**config.mk**
```make
export PLATFORM = sky130hd
export DESIGN_NAME = rv_stream_source
export DESIGN_NICKNAME = d
export VERILOG_FILES = /design/src/rtl/rv_stream_source.sv
export SDC_FILE = /design/constraint.sdc
export NUM_CORES = 1
export LEC_CHECK = 0
export CORE_ASPECT_RATIO = 0.6
export CORE_MARGIN = 2
export CORE_UTILIZATION = 35
export CTS_BUF_LIST = sky130_fd_sc_hd__clkbuf_4 sky130_fd_sc_hd__clkbuf_8 sky130_fd_sc_hd__clkbuf_16
export CTS_CLUSTER_SIZE = 30
export DETAILED_ROUTE_END_ITERATION = 8
export PLACE_DENSITY = 0.68
export REMOVE_ABC_BUFFERS = 1
export SYNTH_ARGS = -nofsm -noshare
export SYNTH_HDL_FRONTEND = slang
export SYNTH_SLANG_ARGS = --single-unit
```
**constraint.sdc**
```tcl
create_clock -name clk -period 2.05 [get_ports clk]
set_clock_uncertainty 0.15 [all_clocks]
set_input_delay 0.41 -clock clk [delete_from_list [all_inputs] [get_ports clk]]
set_output_delay 0.41 -clock clk [all_outputs]
set_load 0.02 [all_outputs]
```
**src/rtl/rv_stream_source.sv**
```systemverilog
// ---------------------------------------------------------------------------
// rv_stream_source
//   Ready/valid burst transmitter. On an honoured start it emits num_tokens
//   tokens forming the arithmetic sequence start_value, start_value+STEP, ...
//   (mod 2^DATA_WIDTH). Once out_valid is raised, out_data/out_valid hold
//   until the token is accepted. All outputs are registered.
//
//   Optional build macro: RV_SOURCE_THROTTLE_EN
//     Adds a 16-bit Fibonacci LFSR (taps 16,14,13,11) that randomly delays
//     raising out_valid between tokens. It never withdraws a raised valid.
//
// Ports:
//   clk          in   clock, rising edge
//   rst          in   synchronous active-high reset
//   start        in   one-cycle burst request, honoured only in IDLE
//   num_tokens   in   [CNT_W]      burst length, sampled with start
//   start_value  in   [DATA_WIDTH] first token value, sampled with start
//   out_data     out  [DATA_WIDTH] token value
//   out_valid    out  token present
//   out_ready    in   downstream accepts token this cycle
//   busy         out  high while sending a burst
//   done         out  one-cycle pulse after the last token is accepted
//   sent_count   out  [CNT_W]      tokens accepted in current/last burst
// ---------------------------------------------------------------------------
module rv_stream_source #(
    parameter int          DATA_WIDTH = 8,
    parameter int          CNT_W      = 16,
    parameter int          STEP       = 1,
    parameter logic [15:0] LFSR_SEED  = 16'hACE1
) (
    input  logic                  clk,
    input  logic                  rst,
    input  logic                  start,
    input  logic [CNT_W-1:0]      num_tokens,
    input  logic [DATA_WIDTH-1:0] start_value,
    output logic [DATA_WIDTH-1:0] out_data,
    output logic                  out_valid,
    input  logic                  out_ready,
    output logic                  busy,
    output logic                  done,
    output logic [CNT_W-1:0]      sent_count
);

    localparam logic [DATA_WIDTH-1:0] STEP_V = DATA_WIDTH'(STEP);
    localparam logic [CNT_W-1:0]      ONE    = CNT_W'(1);

    typedef enum logic [1:0] {
        S_IDLE = 2'd0,
        S_SEND = 2'd1,
        S_DONE = 2'd2
    } state_t;

    state_t                state, state_n;
    logic [CNT_W-1:0]      remaining, remaining_n;
    logic [CNT_W-1:0]      sent_n;
    logic [DATA_WIDTH-1:0] data_n;
    logic                  valid_n;
    logic                  busy_n;
    logic                  done_n;
    logic                  xfer;
    // Permission to raise out_valid at the next edge when it is currently low.
    logic                  gate;

    // out_valid is only ever high in SEND, so this is the whole handshake.
    assign xfer = out_valid & out_ready;

`ifdef RV_SOURCE_THROTTLE_EN
    logic [15:0] lfsr;
    logic        lfsr_fb;

    assign lfsr_fb = lfsr[15] ^ lfsr[13] ^ lfsr[12] ^ lfsr[10];

    always_ff @(posedge clk) begin
        if (rst) begin
            lfsr <= LFSR_SEED;
        end else if (state == S_SEND) begin
            lfsr <= {lfsr[14:0], lfsr_fb};
        end
    end

    assign gate = lfsr[0];
`else
    assign gate = 1'b1;
`endif

    // State and all registered outputs.
    always_ff @(posedge clk) begin
        if (rst) begin
            state      <= S_IDLE;
            remaining  <= '0;
            sent_count <= '0;
            out_data   <= '0;
            out_valid  <= 1'b0;
            busy       <= 1'b0;
            done       <= 1'b0;
        end else begin
            state      <= state_n;
            remaining  <= remaining_n;
            sent_count <= sent_n;
            out_data   <= data_n;
            out_valid  <= valid_n;
            busy       <= busy_n;
            done       <= done_n;
        end
    end

    // Next-state and next-output logic. The token value lives directly in
    // the out_data register, so holding it during a stall is the default.
    always_comb begin
        state_n     = state;
        remaining_n = remaining;
        sent_n      = sent_count;
        data_n      = out_data;
        valid_n     = out_valid;
        busy_n      = busy;
        done_n      = 1'b0;

        case (state)
            S_IDLE: begin
                valid_n = 1'b0;
                busy_n  = 1'b0;
                if (start) begin
                    sent_n = '0;
                    if (num_tokens != '0) begin
                        data_n      = start_value;
                        remaining_n = num_tokens;
                        valid_n     = gate;
                        busy_n      = 1'b1;
                        state_n     = S_SEND;
                    end else begin
                        // Empty burst: straight to the completion pulse.
                        done_n  = 1'b1;
                        state_n = S_DONE;
                    end
                end
            end

            S_SEND: begin
                busy_n = 1'b1;
                if (xfer) begin
                    data_n      = out_data + STEP_V;
                    remaining_n = remaining - ONE;
                    sent_n      = sent_count + ONE;
                    if (remaining == ONE) begin
                        valid_n = 1'b0;
                        busy_n  = 1'b0;
                        done_n  = 1'b1;
                        state_n = S_DONE;
                    end else begin
                        valid_n = gate;
                    end
                end else if (!out_valid) begin
                    // Only a low valid may be raised; a high one holds.
                    valid_n = gate;
                end
            end

            S_DONE: begin
                // start is deliberately ignored here.
                valid_n = 1'b0;
                busy_n  = 1'b0;
                state_n = S_IDLE;
            end

            default: begin
                valid_n = 1'b0;
                busy_n  = 1'b0;
                state_n = S_IDLE;
            end
        endcase
    end

endmodule

```
* Word level (Yosys, flattened, before mapping) *
Index checks and enable logic that the tools add are counted.

word-level totals
  flip-flop bits (word level) = 44
  bits in latches = 0
  memory bits (writable) = 0
  ROM bits = 0
  bits of input ports = 28
  output and inout bits = 27
  memories = 0

operators by class
  $add $sub $neg = 3
  multiply operators = 0
  div/mod/pow operators = 0
  $lt $le $gt $ge = 0
  eq/ne operators = 6
  shift-type cells = 0
  mux-type cells = 26
  bitwise operators = 1
  reductions and logical operators = 6

operator list
  cell                                                  number
  2-to-1 mux 16 bit                                     5
  case mux 16 bit (2 select lines)                      2
  2-to-1 mux 8 bit                                      3
  adder 16 x 1 -> 16 bit, second input constant         1
  equality test 16 x 1 -> 1 bit, second input constant  1
  case mux 8 bit (2 select lines)                       1
  nonzero test 16 bit                                   1
  subtractor 16 x 1 -> 16 bit, second input constant    1
  adder 8 x 1 -> 8 bit, second input constant           1
  2-to-1 mux 1 bit                                      8
  2-to-1 mux 2 bit                                      4
  inequality test 2 bit, second input constant          4
  AND reduction 3 bit                                   2
  case mux 1 bit (2 select lines)                       2
  case mux 2 bit (2 select lines)                       1
  AND reduction 4 bit                                   1
  equality test 2 x 1 -> 1 bit, second input constant   1
  logical NOT 2 bit                                     1
  nonzero test 2 bit                                    1
  bitwise AND 1 bit                                     1

* Logic depth before layout (Yosys ltp) *
  word-level depth = 4
  mapped depth = 8
  mapped depth without buffers = 7

* Worst setup path after synthesis *
No wires, ideal clock.

  path kind = register to register
  from = register remaining[3]
  to = register remaining[9]
  library setup time = 0.114 ns
  data arrival time = 1.713 ns
  required time = 1.786 ns
  setup slack = 0.073 ns
  cell stages (with the launch flop) = 7
  path buffers = 1
  path through = dfxtp_1 -> or4_1 -> buf_2 -> or3_4 -> nor2_1 -> o32ai_1 -> a21o_1

between the ends
  cells in the longest elaborated chain, start to end = 3

ends and longest elaborated chain
  element                           line  text
  start, declared                   54    logic [CNT_W-1:0] remaining, remaining_n;
  start signal, assigned            98    remaining <= remaining_n;
  subtractor 16 x 1 -> 16 bit       142   remaining_n = remaining - ONE;
  2-to-1 mux 16 bit                 140   if (xfer) begin
  case mux 16 bit (2 select lines)  118   case (state)

No other way between the ends. The select of a mux whose other input is x is not followed.
A chain may end at the register's enable or synchronous reset.

* Worst setup path after layout *
  from = register sent_count[3]
  to = output port sent_count[3]

RTL lines
  element                 line  text
  start, declared         41    output logic [CNT_W-1:0] sent_count
  start signal, assigned  99    sent_count <= sent_n;

No word-level cell between the ends.

==> metrics <==
Vias=2837; ys flop type=dfxtp_1; synthesized flop and latch total=44; Hold Vio Cnt, Final=0; VDD IR max=0.323 mV; pre-CTS WS=-553 ps; Levels on crit path=1; Synth top cells by count=dfxtp_1, a21oi_1, nand2_1, nor2_1, nor3_1; Flop pwr share=39.2%; TritonCTS Sinks=44; actual slew at the worst max-slew pin=545 ps; post-synth top area cell=dfxtp_1; pin count of the biggest net entering global routing=21; clock network power share=31.4%; Core ar.=0.00676 mm^2; slowest stage cell on the critical path=clkdlybuf4s50_1; CP Max Fanout=7; Pins Over Slew Limit=0; max_cap viols=0; fillers=601; crit end category=output port; worst min-delay path class=flop to flop; critical path cell sequence=clkdlybuf4s50_1; CTS buffer count=5; cts hold-fix bufs=0; CP Launch Type=flop; Comb pwr share=29.4%; switching part of the total power=30.2%; die width=113 um; cell with the most instances after synthesis=dfxtp_1; Rel. slew slack=63.4%; Total GRT Usage=20.6%; routed vias/inst=5.56; Top Family by Delay on Critical Path=buffers and inverters; # port buffers=54; CP arrival=1440 ps; RePlAce Congestion=0.926; Cell variety after synth=61; diode count=0; worst path required time=1490 ps; Cell Rows=23; nets@finish=455; Lkg Pwr=0.00145 uW; crit-path max cell delay=660 ps; Root Driver=clkbuf_16; WL per Instance=16.1 um; fraction of the cycle the final worst path needs=97.4%; r2r worst-path depth=5; TritonCTS clock tree=done; Final setup viols=0; share of synthesized registers carrying an async set or reset=0%; yosys warns=0; vias in the first global route=2569; Tmin final=2000 ps; area grow syn2layout=54.0%; Avg Synthesized Cell Area=7.95 um^2; Congestion Overflow GR=0; DRC=0; cell area after synthesis=0.00249 mm^2; Die Footprint=0.00782 mm^2; first-pass GRT wire length=13.0 mm; Max Clk Rate=0.501 GHz; DIE HEIGHT=69.3 um; Internal Power=1700 uW; initial core utilization=36.8%; Sw Pwr=735 uW; Post-synth EDFFs=0; share of post-route cells with drive strength above 1=27.2%; PwrDens=636 mW/mm^2; Synth top area share=35.4%; Area contributors post-synth=dfxtp_1, a21oi_1, nand2_1; clk_lat worst skew=290 ps; post-route setup slack=52.8 ps; Critical path buffers and inverters=1; 1st-pass router iterations=5; Detailed Route WL=8.20 mm; clk slew on worst S/H paths=60 ps; Mapped Cells=313; outcome=complete, no violations; HPWL Detailed=6.16 mm; register area share after synthesis=35.4%; htree depth=2; antenna violations before repair=0; WHS Path Cells=2; critical path class=flop to output port; CTS Buffer Depth=2; Iter 0 DRT Violations=231; IO Count=55; post-route ant nets=0; post-layout util=56.7%
[cell families (layout without fill, tap and decap cells)]
group                      count (synthesis)  in the layout  synth area share [%]
adders and majority gates                  4              4                  2.01
AOI/OAI and AO/OA                         85             85                  22.3
buffers and inverters                     28            138                  4.83
and+or+nand+nor                          138            138                  30.4
muxes                                      1              1                 0.453
DFF                                       44             44                  35.4
xor gates and xnor gates                  13             13                  4.58
[power by group through the flow]
stage / clock, uW / combinational [uW] / sequential, uW
after floorplan: 0 / 288 / 983
after global placement: 0 / 653 / 967
after detailed placement: 0 / 655 / 970
after CTS: 789 / 682 / 952
after global routing: 829 / 769 / 960
final: 764 / 715 / 956
[layer usage]
layer / wire [um] / GRT usage (%) / up-vias
met4: 77 / 5.42 / 0
met2: 3320 / 26.9 / 117
met5: 0 / 0 / -
met3: 726 / 4.63 / 10
li1: - / - / 1372
met1: 4070 / 33.0 / 1338
[tightest hold or removal path, cell delays in order (launching register included)]
cell and delay (ps):
dfxtp_1 310, nand3b_1 80, o22ai_1 60
[final timing paths]
kind | from | to | slack (ps)
setup / recovery | sent_count[3]$_SDFFE_PP0P_ | sent_count[3] | 50
hold / removal | remaining[14]$_SDFFE_PP0P_ | remaining[14]$_SDFFE_PP0P_ | 350
setup reg to reg | remaining[9]$_SDFFE_PP0P_ | state[0]$_SDFFE_PP0P_ | 70
hold reg to reg | remaining[14]$_SDFFE_PP0P_ | remaining[14]$_SDFFE_PP0P_ | 350
[flip-flops by register name, indices dropped and copies added (netlist names)]
name and flops:
sent_count 16, busy 1, state 2, done 1
out_data 8, remaining 16
[layout make-up]
cell class	instances	area (um^2)	share of cell area (%)
timing repair buffer	122	1070	27.8
multi-input combinational	241	1600	41.8
clock inverter	2	12.5	0.327
inverter	9	33.8	0.882
clock buffer	5	125	3.27
tap	87	109	2.84
sequential	44	882	23.0
[placed cells by master, fill, tap and decap left out, types with 3 or more instances in the layout]
master | synthesis | final
ha_1 | 4 | 4
and2_1 | 3 | 3
nand2_1 | 28 | 26
a22oi_1 | 3 | 3
buf_4 | 2 | 62
nor2_1 | 28 | 28
xor2_1 | 5 | 5
clkbuf_2 | 0 | 7
nor2b_1 | 6 | 6
buf_12 | 0 | 3
a31oi_1 | 3 | 3
dlygate4sd2_1 | 0 | 4
nand4_1 | 4 | 4
clkdlybuf4s50_1 | 0 | 36
a21oi_2 | 0 | 3
nor3_1 | 17 | 15
clkbuf_16 | 0 | 5
clkdlybuf4s15_1 | 0 | 4
and3_1 | 3 | 3
buf_6 | 0 | 3
a22o_1 | 3 | 3
nor4_2 | 1 | 6
nand3_1 | 8 | 7
nand2b_1 | 6 | 6
o21ai_0 | 15 | 15
nor3b_1 | 4 | 4
or3_1 | 5 | 5
a21oi_1 | 32 | 29
o32ai_1 | 7 | 5
xnor2_1 | 8 | 8
dfxtp_1 | 44 | 43
inv_1 | 9 | 9
[through the flow]
| step | setup TNS [ps] | hold WS [ps] | cell area [um^2] | total power, uW | instances |
|---|---|---|---|---|---|
| after global placement | -12190 | 325 | 3540 | 1620 | 495 |
| after detailed placement | -15140 | 325 | 3540 | 1630 | 495 |
| after floorplan | -4700 | 297 | 2400 | 1270 | 294 |
| after global routing | -1.63 | 363 | 3830 | 2560 | 510 |
| final | 0 | 352 | 3830 | 2430 | 510 |
| after CTS | -15.0 | 344 | 3750 | 2420 | 508 |
[timing repair]
item,CTS,global route
gates resized for setup,33,33
pin swaps,9,14
buffers inserted,6,2
setup endpoints to repair,28,30
gates cloned,1,0
(Power assumes the default switching activity.)
